[config.mk]
export PLATFORM = sky130hd
export DESIGN_NAME = matrix_loader
export DESIGN_NICKNAME = d
export VERILOG_FILES = /design/src/rtl/matrix_loader.sv
export SDC_FILE = /design/constraint.sdc
export NUM_CORES = 1
export LEC_CHECK = 0
export CAP_MARGIN = 20
export CORE_MARGIN = 10
export CORE_UTILIZATION = 51
export DETAILED_ROUTE_END_ITERATION = 10
export PLACE_DENSITY = 0.82
export REMOVE_ABC_BUFFERS = 1
export SETUP_SLACK_MARGIN = 0.5
export SLEW_MARGIN = 0
export SYNTH_ARGS = -nofsm -noshare
export SYNTH_HDL_FRONTEND = slang
export SYNTH_SLANG_ARGS = --single-unit
[constraint.sdc]
create_clock -name clk -period 2.95 [get_ports clk]
set_input_delay 0.59 -clock clk [delete_from_list [all_inputs] [get_ports clk]]
set_output_delay 0.59 -clock clk [all_outputs]
set_load 0.03 [all_outputs]
[src/rtl/matrix_loader.sv]
// Stream-to-RAM feeder for the 8x8 matrix multiplier: loads A then B, starts, waits, clears.
// Optional trailing checksum byte per frame when LOADER_CHECKSUM_EN is defined.
module matrix_loader #(
  parameter int DATA_W = 8,
  parameter int DIM    = 8,
  parameter int ADDR_W = 6
) (
  input  logic              clk,
  input  logic              reset,
  input  logic [DATA_W-1:0] s_data,
  input  logic              s_valid,
  output logic              s_ready,
  output logic [ADDR_W-1:0] ram_a_addr,
  output logic [DATA_W-1:0] ram_a_data,
  output logic              ram_a_we,
  output logic [ADDR_W-1:0] ram_b_addr,
  output logic [DATA_W-1:0] ram_b_data,
  output logic              ram_b_we,
  output logic              mm_start,
  input  logic              mm_done,
  output logic              mm_clear,
  output logic              busy,
  output logic [7:0]        frame_cnt,
  output logic              err
);

  localparam logic [ADDR_W-1:0] LAST = ADDR_W'(DIM*DIM-1);

  typedef enum logic [2:0] {LOAD_A, LOAD_B, CHK, START, WAIT, CLEAR} state_t;

  state_t            state, next;
  logic [ADDR_W-1:0] idx;
  logic              load, xfer, last;
  logic              a_we_q, b_we_q, start_q;

  always_comb begin
    load = (state == LOAD_A) || (state == LOAD_B);
`ifdef LOADER_CHECKSUM_EN
    load = load || (state == CHK);
`endif
  end

  // Strobes are masked during reset so nothing leaks out in the reset cycle itself.
  assign s_ready  = load & ~reset;
  assign xfer     = s_valid & s_ready;
  assign last     = (idx == LAST);
  assign busy     = ((state == START) || (state == WAIT) || (state == CLEAR)) & ~reset;
  assign mm_clear = (state == CLEAR) & ~reset;
  assign ram_a_we = a_we_q & ~reset;
  assign ram_b_we = b_we_q & ~reset;
  assign mm_start = start_q & ~reset;

`ifdef LOADER_CHECKSUM_EN
  logic [7:0] sum;
  logic       sum_ok;
  assign sum_ok = (8'(s_data) == sum);
`endif

  always_comb begin
    next = state;
    case (state)
      LOAD_A: if (xfer && last) next = LOAD_B;
`ifdef LOADER_CHECKSUM_EN
      LOAD_B: if (xfer && last) next = CHK;
      CHK:    if (xfer) next = sum_ok ? START : LOAD_A;
`else
      LOAD_B: if (xfer && last) next = START;
`endif
      START:  next = WAIT;
      WAIT:   if (mm_done) next = CLEAR;
      CLEAR:  next = LOAD_A;
      default: next = LOAD_A;
    endcase
  end

  always_ff @(posedge clk) begin
    if (reset) begin
      state      <= LOAD_A;
      idx        <= '0;
      ram_a_addr <= '0;
      ram_a_data <= '0;
      a_we_q     <= 1'b0;
      ram_b_addr <= '0;
      ram_b_data <= '0;
      b_we_q     <= 1'b0;
      start_q    <= 1'b0;
      frame_cnt  <= '0;
    end else begin
      state   <= next;
      a_we_q  <= xfer && (state == LOAD_A);
      b_we_q  <= xfer && (state == LOAD_B);
      // Start is issued the cycle after the final write lands in RAM.
      start_q <= (state == START);
      if (xfer && load && (state != CHK))
        idx <= last ? '0 : idx + 1'b1;
      if (xfer && (state == LOAD_A)) begin
        ram_a_addr <= idx;
        ram_a_data <= s_data;
      end
      if (xfer && (state == LOAD_B)) begin
        ram_b_addr <= idx;
        ram_b_data <= s_data;
      end
      if (state == CLEAR)
        frame_cnt <= frame_cnt + 8'd1;
    end
  end

`ifdef LOADER_CHECKSUM_EN
  always_ff @(posedge clk) begin
    if (reset) begin
      sum <= '0;
      err <= 1'b0;
    end else begin
      if (next == LOAD_A && state != LOAD_A)
        sum <= '0;
      else if (xfer && (state != CHK))
        sum <= sum + 8'(s_data);
      if (xfer && (state == CHK) && !sum_ok)
        err <= 1'b1;
    end
  end
`else
  assign err = 1'b0;
`endif

endmodule

Yosys cells after proc, flatten, opt, wreduce, memory -nomap -nowiden
Cells that the tools add are included.

storage, ports and cells
  output and inout bits = 43
  input port bits = 12
  register bits = 48

operators by class
  equality and inequality tests = 9
  add/subtract/negate cells = 2
  bitwise operators = 8
  multiplexer cells = 5
  reductions and logical operators = 10

operator list
  kind                 number
  $pmux 3 s4           1
  $mux 3               3
  $add 8x1->8 const B  1
  $and 1x1->1          7
  $add 6x1->6 const B  1
  $eq 3x3->1 const B   2
  $eq 6x6->1 const B   1
  $mux 6               1
  $logic_and 1x1->1    5
  $ne 2x1->1 const B   2
  $eq 3x1->1 const B   1
  $eq 3x2->1 const B   1
  $logic_not 3->1      1
  $logic_or 1x1->1     3
  $ne 3x2->1 const B   1
  $reduce_and 3->1     1
  $ne 2x2->1 const B   1
  $not 1->1            1

Logic depth before layout (Yosys ltp)
Gate-level depths: netlist (run 1).

  depth in word-level cells = 7
  depth in mapped cells = 6
  gate-level depth less buffers = 4

Worst setup path after synthesis (run 1)
OpenSTA, ideal clock, no wires.

  kind = input -> output
  from = in reset
  to = out s_ready
  slack = 0.558 ns
  buffers on the path = 3
  stages on the path = 4
  arrival = 1.802 ns
  required time = 2.360 ns
  path through = buf_2 clkbuf_1 clkbuf_1 nor3_1

between the ends
  cells in the longest elaborated chain, start to end = 2

ends and longest elaborated chain
  item         RTL line  text
  from (decl)  9         input logic reset,
  $not 1->1    44        assign s_ready = load & ~reset;
  $and 1x1->1  44
  to (decl)    12        output logic s_ready,

Every way passes these cells.

Final worst setup path (run 1)
  from = reg state[1]
  to = out mm_clear

between the ends
  cells in the longest elaborated chain, start to end = 2

ends and longest elaborated chain
  item                    RTL line  text
  from (decl)             31        state_t state, next;
  from (signal assigned)  89        state <= next;
  $eq 3x3->1              48        assign mm_clear = (state == CLEAR) & ~reset;
  $and 1x1->1             48
  to (decl)               21        output logic mm_clear,

Every way passes these cells.

==> metrics.md, run 1 <==
| Metric | Value |
|---|---|
| Final hold viol count | `0` |
| Post-route clock skew | `0.004426 ns` |
| Layout area overhead | `30.33%` |
| GR Layer Usage met2 | `20.53%` |
| Crit path max fanout | `10` |
| Hold-critical path depth | `2` |
| DRT iter0 DRCs | `131` |
| Cts bufs inserted | `5` |
| Io pins | `55` |
| Fmax | `0.4249 GHz` |
| Final Setup Violations | `0` |
| Most frequent cells in the layout | `clkdlybuf4s50_1 (51), dfxtp_1 (47), a21oi_1 (24)` |
| Critical path endpoint category | `primary output` |
| Post-DR vias/cell | `5.487` |
| Syn_area_per_cell | `9.378 µm²` |
| Setup TNS | `0 ns` |
| Met3 usage | `7.129%` |
| FF-to-FF Start | `state[1]` |
| Reg2Reg Depth | `3` |
| Pwr per Cell Area | `432.5 mW/mm²` |
| Initial Util | `54.11%` |
| Gr usage total | `13.51%` |
| CTS sink cnt | `48` |
| CP delay by family, top | `buffers and inverters` |
| Cells after DPL | `302` |
| Core area | `0.003744 mm²` |
| Critical path buffer and inverter count | `1` |
| Period minus WS final | `2.353 ns` |
| I/O Buffers | `53` |
| Final Net Count | `275` |
| Pre-CTS setup slack | `0.6413 ns` |
| Antenna violations before repair | `0` |
| Worst Slack Setup Final | `0.5966 ns` |
| Yosys reg bits | `48` |
| Reg clk slew, reported paths | `0.09 ns` |
| Via count | `1701` |
| Static Leak | `0.9915 nW` |
| First-pass GRT wire length | `8.038 mm` |
| CP required | `2.36 ns` |
| Hold Crit Start | `ram_a_data[5]` |
| Post-synth EDFFs | `0` |
| Share of layout cells above drive strength 1 | `12.21%` |
| Crit path DAT | `1.76 ns` |
| Reg2reg end | `idx[5]` |
| VDD IR max | `0.2915 mV` |
| Post-Route WL | `4.746 mm` |
| Max Cap Violations | `0` |
| Crit path depth | `3` |
| H-tree depth | `2` |
| Hold Path Class | `reg -> reg` |
| CTS Buffer Depth | `2` |
| Row count | `22` |
| Post-route DRC | `0` |
| Crit path kind | `reg -> out` |
| Die footprint | `0.006893 mm²` |
| CP max-delay cell | `clkdlybuf4s50_1` |
| Worst setup SP type | `flip-flop` |
| Non-Filler Instances | `310` |
| Height of the die | `83.03 µm` |
| Most common cell after layout, fill and taps aside | `clkdlybuf4s50_1` |
| Syn. warnings | `0` |
| GRT busiest layer | `met2` |
| Total grt overflow | `0` |
| Vias in the first global route | `1661` |
| Distinct cells, synth | `40` |
| Clock Latency Late Sink | `0.30 ns` |
| CTS Root Cell | `clkbuf_8` |
| Final period utilization | `79.78%` |
| Count of pins over their slew limit | `0` |
| Reg-to-reg setup timing slack | `1.26 ns` |
| Die span in x | `83.03 µm` |
| TritonRoute pass-1 iters | `4` |
| Half-perimeter wire length after placement | `3.279 mm` |
| Outcome | `finished, final reports clean` |
| # diodes | `0` |
| Ys async rst share | `0%` |
| Post-synthesis sequential area ratio | `47.44%` |
| WHS Endpoint | `ram_a_data[5]` |
| GPL Wtd Cong | `0.7566` |
| Final core area utilization | `70.52%` |
| Synthesized area | `0.002026 mm²` |
| Synth Flop Type | `dfxtp_1` |
| Worst-path cell chain | `nand3b_4, nor2_1, clkdlybuf4s50_1` |
| Postcts setup bufs | `0` |
| Max incr delay on CP | `0.67 ns` |
| DR WL/cell | `15.31 µm` |
| Post-Syn Instances | `216` |
| Grt met1 use | `15.70%` |
| Post-route ant nets | `0` |
| Largest net degree at the start of global routing | `33` |
| Hold slack | `0.4820 ns` |
| Filler Cells Inserted | `317` |
| RSZ-0062 raised after global routing | `false` |
| CTS tree | `done` |
==> worst min-delay path: cells and delay by family (launching register included) <==
kind	cells	cell delay, ns
compound gates	2	0.12
flops	1	0.32
==> cell type report <==
type,count,area (µm²),share of cell area (%)
flip-flops and latches,48,962.2,36.45
multi-input cells,146,958.4,36.30
repair buffers,56,546.8,20.71
clock buffers,6,82.58,3.128
well taps,48,60.06,2.275
clock inverters,2,15.01,0.5687
inverters,4,15.01,0.5687
==> routing by layer <==
layer  vias to the layer above  wire length [µm]
li1                        856                 -
met1                       781              2027
met2                        58              2217
met3                         6               441
met4                         0                60
met5                         -                 0
==> cells by family after synthesis <==
| group | share of synthesized area, % |
|---|---|
| compound gates | 13.96 |
| xor+xnor | 0.8649 |
| fa+ha+maj | 1.235 |
| buf+inv | 5.559 |
| flops | 47.44 |
| mux | 8.771 |
| other cells | 0.1851 |
| simple gates | 21.99 |
==> sequential cells by signal (all words and copies together) (netlist names) <==
register	count
state	3
idx	6
ram_b_data	8
b_we_q	1
ram_a_data	8
start_q	1
frame_cnt	8
ram_b_addr	6
ram_a_addr	6
a_we_q	1
==> where the power goes <==
part	total [mW]	internal [mW]	leakage [nW]	switching, mW
Clock	0.400	0.190	0.0434	0.210
Sequential	0.660	0.655	0.388	0.00507
Combinational	0.0817	0.0338	0.560	0.0479
==> stage by stage <==
step	instance area, µm²	power [mW]
after global placement	2542	0.7562
after floorplan	1928	0.7084
final	2640	1.142
after detailed placement	2542	0.7568
after CTS	2640	1.159
after global routing	2640	1.188
==> cell usage after synthesis, types with 3 or more instances <==
cell | n | area (µm²)
nor2_1 | 9 | 33.78
nand2_1 | 7 | 26.28
mux2_2 | 14 | 157.7
clkbuf_1 | 7 | 26.28
inv_1 | 4 | 15.01
o21ai_0 | 18 | 90.09
dfxtp_1 | 48 | 960.9
or3_1 | 3 | 18.77
a21oi_1 | 24 | 120.1
nand3_1 | 17 | 85.08
nand4_1 | 4 | 25.02
nor2b_1 | 17 | 106.4
buf_2 | 6 | 30.03
nor3_1 | 3 | 15.01
==> timing repair <==
action                     4_1_cts  5_1_grt
hold buffers                     0        0
resized for setup                2        0
setup endpoints to repair        1        0
==> how the worst max path moves through the flow <==
stage / start / end / slack (ns)
2_1_floorplan: reset / idx[4] / 0.08
5_1_grt: state[1] / mm_clear / 0.50
6_report: state[1] / mm_clear / 0.60
4_1_cts: state[1] / mm_clear / 0.58
3_3_place_gp: reset / s_ready / 0.65
3_5_place_dp: reset / s_ready / 0.64
(Power assumes the default switching activity.)
==> inputs of run 2 (changes only) <==
--- a/config.mk
+++ b/config.mk
@@ -7,9 +7,9 @@
 export LEC_CHECK = 0
 export CAP_MARGIN = 20
 export CORE_MARGIN = 10
-export CORE_UTILIZATION = 51
+export CORE_UTILIZATION = 47
 export DETAILED_ROUTE_END_ITERATION = 10
-export PLACE_DENSITY = 0.82
+export PLACE_DENSITY = 0.76
 export REMOVE_ABC_BUFFERS = 1
 export SETUP_SLACK_MARGIN = 0.5
 export SLEW_MARGIN = 0
==> constraint.sdc (replaced) <==
create_clock -name clk -period 2.22 [get_ports clk]
set_input_delay 0.444 -clock clk [delete_from_list [all_inputs] [get_ports clk]]
set_output_delay 0.444 -clock clk [all_outputs]
set_load 0.03 [all_outputs]
==> metrics.md, run 2 (same netlist as run 1, synthesis figures left out) <==
| Metric | Value |
|---|---|
| Share of layout cells above drive strength 1 | `18.38% (was 12.21%)` |
| GPL Wtd Cong | `0.8481 (was 0.7566)` |
| Placed inst area | `0.002572 mm² (was 0.002542 mm²)` |
| First-pass GRT wire length | `8.231 mm (was 8.038 mm)` |
| Design area | `0.002688 mm² (was 0.002640 mm²)` |
| DRT iter0 DRCs | `98 (was 131)` |
| Switching Fraction | `22.65% (was 23.07%)` |
| Cts bufs inserted | `5 (unchanged)` |
| Crit path DAT | `1.39 ns (was 1.76 ns)` |
| Static Leak | `1.247 nW (was 0.9915 nW)` |
| Io pins | `55 (unchanged)` |
| RSZ-0062 raised after global routing | `true (was false)` |
| Half-perimeter wire length after placement | `3.525 mm (was 3.279 mm)` |
| Antenna violations before repair | `0 (unchanged)` |
| CTS tree | `done (unchanged)` |
| CP required | `1.78 ns (was 2.36 ns)` |
| Vias in the first global route | `1704 (was 1661)` |
| Clock Latency Late Sink | `0.30 ns (about the same)` |
| Count of pins over their slew limit | `0 (unchanged)` |
| Fmax | `0.5462 GHz` |
| Setup TNS | `0 ns (unchanged)` |
| P_int | `1.189 mW (was 0.8783 mW)` |
| Post-route ant nets | `0 (unchanged)` |
| Post-route DRC | `0 (unchanged)` |
| Hold Path Class | `reg -> reg (unchanged)` |
| Gr usage total | `13.49% (was 13.51%)` |
| Final Setup Violations | `0 (unchanged)` |
| Total grt overflow | `0 (unchanged)` |
| Top Registers | `frame_cnt x8, ram_a_data x8, ram_b_data x8 (unchanged)` |
| Max Cap Violations | `0 (unchanged)` |
| Final hold viol count | `0 (unchanged)` |
| Largest net degree at the start of global routing | `25 (was 33)` |
| Die footprint | `0.007336 mm² (was 0.006893 mm²)` |
| Die span in x | `85.65 µm (was 83.03 µm)` |
| Pwr per Cell Area | `572.0 mW/mm² (was 432.5 mW/mm²)` |
| Clock power frac | `35.9% (was 35.0%)` |
| Max incr delay on CP | `0.37 ns (was 0.67 ns)` |
| Crit path max fanout | `3 (was 10)` |
| Post-DR vias/cell | `5.457 (was 5.487)` |
| I/O Buffers | `53 (unchanged)` |
| Height of the die | `85.65 µm (was 83.03 µm)` |
| CP max-delay cell | `dfxtp_4 (was clkdlybuf4s50_1)` |
| Most common cell after layout, fill and taps aside | `dfxtp_1 (was clkdlybuf4s50_1)` |
| Critical path endpoint category | `primary output (unchanged)` |
| TritonRoute pass-1 iters | `4 (unchanged)` |
| Via count | `1757 (was 1701)` |
| Outcome | `finished, final reports clean (unchanged)` |
| CTS Buffer Depth | `2 (unchanged)` |
| Period minus WS final | `1.831 ns` |
| CTS Root Cell | `clkbuf_8 (unchanged)` |
| Most frequent cells in the layout | `dfxtp_1 (45), dlygate4sd2_1 (39), a21oi_1 (24) (was clkdlybuf4s50_1 (51), dfxtp_1 (47), a21oi_1 (24))` |
| Cts hold-fix bufs | `0 (unchanged)` |
| Row count | `23 (was 22)` |
| Non-Filler Instances | `322 (was 310)` |
| Core area | `0.004086 mm² (was 0.003744 mm²)` |
| H-tree depth | `2 (unchanged)` |
| Crit path kind | `reg -> out (unchanged)` |
| VDD IR max | `0.4863 mV (was 0.2915 mV)` |
| # diodes | `0 (unchanged)` |
| Critical path buffer and inverter count | `2 (was 1)` |
| Final period utilization | `82.46%` |
| Reg clk slew, reported paths | `0.08 ns (was 0.09 ns)` |
| Cells after DPL | `308 (was 302)` |
| Initial Util | `49.57% (was 54.11%)` |
| Post-Route WL | `5.143 mm (was 4.746 mm)` |
| CTS sink cnt | `48 (unchanged)` |
| Worst setup SP type | `flip-flop (unchanged)` |
| Layout area overhead | `32.67% (was 30.33%)` |
| Sw Pwr | `0.3482 mW (was 0.2634 mW)` |
| Logic gate share of total power | `7.2% (about the same)` |
| Final Net Count | `286 (was 275)` |
| DR WL/cell | `15.97 µm (was 15.31 µm)` |
| Sequential share of power | `56.9% (was 57.8%)` |
| CP delay by family, top | `flip-flops (was buffers and inverters)` |
| Worst-path cell chain | `buf_6, and2b_2, a22oi_2, a21oi_1, buf_4 (was nand3b_4, nor2_1, clkdlybuf4s50_1)` |
| Post-route clock skew | `0.007455 ns (was 0.004426 ns)` |
| Worst Slack Setup Final | `0.3893 ns (was 0.5966 ns)` |
| Pre-CTS setup slack | `0.1101 ns (was 0.6413 ns)` |
[run 2: changes by cell type in the layout (fill, tap and decap cells not counted), moves of 2 or more]
cell | previous run | this run
buf_2 | 1 | 3
buf_4 | 3 | 12
clkinvlp_4 | 2 | 0
clkdlybuf4s50_1 | 51 | 9
dfxtp_4 | 0 | 2
dfxtp_1 | 47 | 45
dlygate4sd2_1 | 1 | 39
[run 2: worst paths after layout]
kind | start | endpoint | slack (ns) | depth (start not counted)
max | state[0] | busy | 0.39 | 5
max reg2reg | state[1] | idx[3] | 0.55 | 4
min | ram_a_data[3] | ram_a_data[3] | 0.48 | 2
min reg2reg | ram_a_data[3] | ram_a_data[3] | 0.48 | 2
[run 2: area by class of cell]
cell class	instances	area (µm²)
Fill cell	347	1399
Multi-Input combinational cell	147	978.4
Inverter	4	15.01
Timing Repair Buffer	66	565.5
Sequential cell	48	969.7
Clock buffer	7	96.34
Tap cell	50	62.56
[run 2: worst register-to-register path: cells and delay by family, from the launching register on]
family | cells | cell delay (ns)
AO/OA/AOI/OAI | 2 | 0.32
buffers and inverters | 1 | 0.16
flip-flops | 1 | 0.34
AND/OR/NAND/NOR | 1 | 0.73
[run 2: timing repair]
action,in CTS,in global routing
setup endpoints to repair,65,18
setup buffers,4,1
gates cloned,1,1
hold endpoints to repair,0,0
pin swaps,2,2
resized for setup,52,8
[run 2: layer usage]
metal	vias to the layer above	routed length (µm)	global-route usage, %
met5	-	0	0
met3	9	530	7.474
met4	0	59	3.593
met1	816	2163	15.35
met2	50	2390	21.32
li1	882	-	-
[run 2: per-stage QoR]
step                utilization (%)  hold slack (ns)  power [mW]
detailed placement            62.95           0.4683       1.011
global route                  65.77           0.4911       1.595
finish                        65.77           0.4755       1.537
CTS                           65.43           0.4767       1.548
floorplan                         -           0.4777      0.9413
global placement              62.95           0.4584       1.011
[run 2: power groups by stage]
| stage | combinational [mW] | clock [mW] | sequential [mW] |
|---|---|---|---|
| CTS | 0.110 | 0.563 | 0.874 |
| finish | 0.110 | 0.553 | 0.874 |
| floorplan | 0.0306 | 0 | 0.911 |
| global route | 0.119 | 0.601 | 0.876 |
| global placement | 0.114 | 0 | 0.897 |
| detailed placement | 0.114 | 0 | 0.897 |
==> inputs of run 3 (changes only) <==
==> constraint.sdc (replaced) <==
create_clock -name clk -period 1.9 [get_ports clk]
set_input_delay 0.38 -clock clk [delete_from_list [all_inputs] [get_ports clk]]
set_output_delay 0.38 -clock clk [all_outputs]
set_load 0.03 [all_outputs]
==> metrics.md, run 3 (same netlist as run 1, synthesis figures left out) <==
| Metric | Value |
|---|---|
| CTS sink cnt | `48 (unchanged)` |
| Post-DR vias/cell | `5.560 (was 5.457)` |
| CTS Buffer Depth | `2 (unchanged)` |
| DR WL/cell | `17.31 µm (was 15.97 µm)` |
| CTS Root Cell | `clkbuf_8 (unchanged)` |
| Share of layout cells above drive strength 1 | `45.45% (was 18.38%)` |
| Io pins | `55 (unchanged)` |
| H-tree depth | `2 (unchanged)` |
| Final period utilization | `88.68%` |
| CP delay by family, top | `flip-flops (unchanged)` |
| Crit path DAT | `1.30 ns (was 1.39 ns)` |
| Row count | `23 (unchanged)` |
| Reg clk slew, reported paths | `0.09 ns (was 0.08 ns)` |
| Die footprint | `0.007336 mm² (unchanged)` |
| RSZ-0062 raised after global routing | `true (unchanged)` |
| CP required | `1.52 ns (was 1.78 ns)` |
| Most common cell after layout, fill and taps aside | `dfxtp_1 (unchanged)` |
| Fmax | `0.5935 GHz` |
| I/O Buffers | `53 (unchanged)` |
| Outcome | `finished, final reports clean (unchanged)` |
| Clock Latency Late Sink | `0.30 ns (about the same)` |
| CP max-delay cell | `dfxtp_4 (unchanged)` |
| First-pass GRT wire length | `8.811 mm (was 8.231 mm)` |
| Top Registers | `frame_cnt x8, ram_a_data x8, ram_b_data x8 (unchanged)` |
| Total grt overflow | `0 (unchanged)` |
| Period minus WS final | `1.685 ns` |
| Total power | `1.796 mW (was 1.537 mW)` |
| Final Setup Violations | `0 (unchanged)` |
| Worst-path cell chain | `and2b_2, a22oi_2, a21oi_2, buf_4 (was buf_6, and2b_2, a22oi_2, a21oi_1, buf_4)` |
| Final hold viol count | `0 (unchanged)` |
| Most frequent cells in the layout | `dfxtp_1 (40), a21oi_1 (22), buf_4 (22) (was dfxtp_1 (45), dlygate4sd2_1 (39), a21oi_1 (24))` |
| Cts bufs inserted | `5 (unchanged)` |
| Max Cap Violations | `0 (unchanged)` |
| Vias in the first global route | `1774 (was 1704)` |
| Die span in x | `85.65 µm (unchanged)` |
| Core area | `0.004086 mm² (unchanged)` |
| Crit path kind | `reg -> out (unchanged)` |
| Largest net degree at the start of global routing | `24 (was 25)` |
| Worst setup SP type | `flip-flop (unchanged)` |
| Pwr per Cell Area | `604.2 mW/mm² (was 572.0 mW/mm²)` |
| TritonRoute pass-1 iters | `4 (unchanged)` |
| CTS tree | `done (unchanged)` |
| Hold Path Class | `reg -> reg (unchanged)` |
| Crit path max fanout | `3 (unchanged)` |
| Initial Util | `49.57% (unchanged)` |
| Post-route ant nets | `0 (unchanged)` |
| Filler Cells Inserted | `311 (was 347)` |
| Hold slack | `0.4635 ns (was 0.4755 ns)` |
| Count of pins over their slew limit | `0 (unchanged)` |
| Layout area overhead | `46.76% (was 32.67%)` |
| Placed inst area | `0.002625 mm² (was 0.002572 mm²)` |
| Max incr delay on CP | `0.37 ns (about the same)` |
| Critical path endpoint category | `primary output (unchanged)` |
| Worst Slack Setup Final | `0.2151 ns (was 0.3893 ns)` |
| Final Net Count | `300 (was 286)` |
| Half-perimeter wire length after placement | `3.562 mm (was 3.525 mm)` |
| # diodes | `0 (unchanged)` |
| Height of the die | `85.65 µm (unchanged)` |
| GPL Wtd Cong | `0.8591 (was 0.8481)` |
| Static Leak | `1.279 nW (was 1.247 nW)` |
| Antenna violations before repair | `0 (unchanged)` |
| Post-route DRC | `0 (unchanged)` |
| Gr usage total | `14.52% (was 13.49%)` |
| Pre-CTS setup slack | `-0.05186 ns (was 0.1101 ns)` |
| VDD IR max | `0.5419 mV (was 0.4863 mV)` |
| Post-Route WL | `5.817 mm (was 5.143 mm)` |
| Critical path buffer and inverter count | `1 (was 2)` |
| Via count | `1868 (was 1757)` |
| Setup TNS | `0 ns (unchanged)` |
| Design area | `0.002973 mm² (was 0.002688 mm²)` |
| DRT iter0 DRCs | `71 (was 98)` |
| Post-route clock skew | `0.009166 ns (was 0.007455 ns)` |
[run 3: power by group]
group          internal, mW  leakage (nW)  switching, mW
Combinational        0.0781         0.846         0.0926
Sequential             1.01         0.393         0.0103
Clock                 0.250        0.0400          0.351
[run 3: worst paths after layout]
check	start	endpoint	slack, ns	cells after the start
setup / recovery	state[2]	busy	0.22	4
hold / removal	ram_a_addr[0]	ram_a_addr[0]	0.46	2
setup reg to reg	state[2]	ram_a_addr[3]	0.30	5
hold reg to reg	ram_a_addr[0]	ram_a_addr[0]	0.46	2
[run 3: final cells by class]
class | instances | area (µm²) | share of cell area [%]
multi-input combinational | 146 | 1156 | 38.89
inverter | 4 | 15.01 | 0.5051
tap | 50 | 62.56 | 2.104
clock inverter | 2 | 12.51 | 0.4209
timing repair buffer | 81 | 681.9 | 22.94
clock buffer | 5 | 68.82 | 2.315
sequential | 48 | 975.9 | 32.83
[run 3: timing repair]
| item | CTS | global route |
|---|---|---|
| buffers inserted | 6 | 7 |
| hold buffers | 0 | 0 |
| hold endpoints to repair | 0 | 0 |
| cloned | 2 | 0 |
| endpoints found under the setup margin | 73 | 64 |
| pin swaps | 8 | 6 |
| resized for setup | 171 | 60 |
[run 3: tightest hold or removal path, delay by kind of cell, from the launching register on]
| family | cells | cell delay, ns |
|---|---|---|
| DFF | 1 | 0.32 |
| AOI/OAI and AO/OA | 2 | 0.10 |
[run 3: metal layers]
layer	vias up	part of all wire (%)	wire length, µm	global-route usage (%)
met1	905	43	2480	16.51
li1	907	-	-	-
met4	0	0.65	38	3.892
met5	-	0	0	0
met3	6	8.9	515	8.515
met2	50	48	2782	22.62
[run 3: through the flow]
step,instances,util [%]
2_1_floorplan,198,-
3_3_place_gp,314,64.24
3_5_place_dp,314,64.24
4_1_cts,329,70.79
5_1_grt,336,72.75
6_report,336,72.75
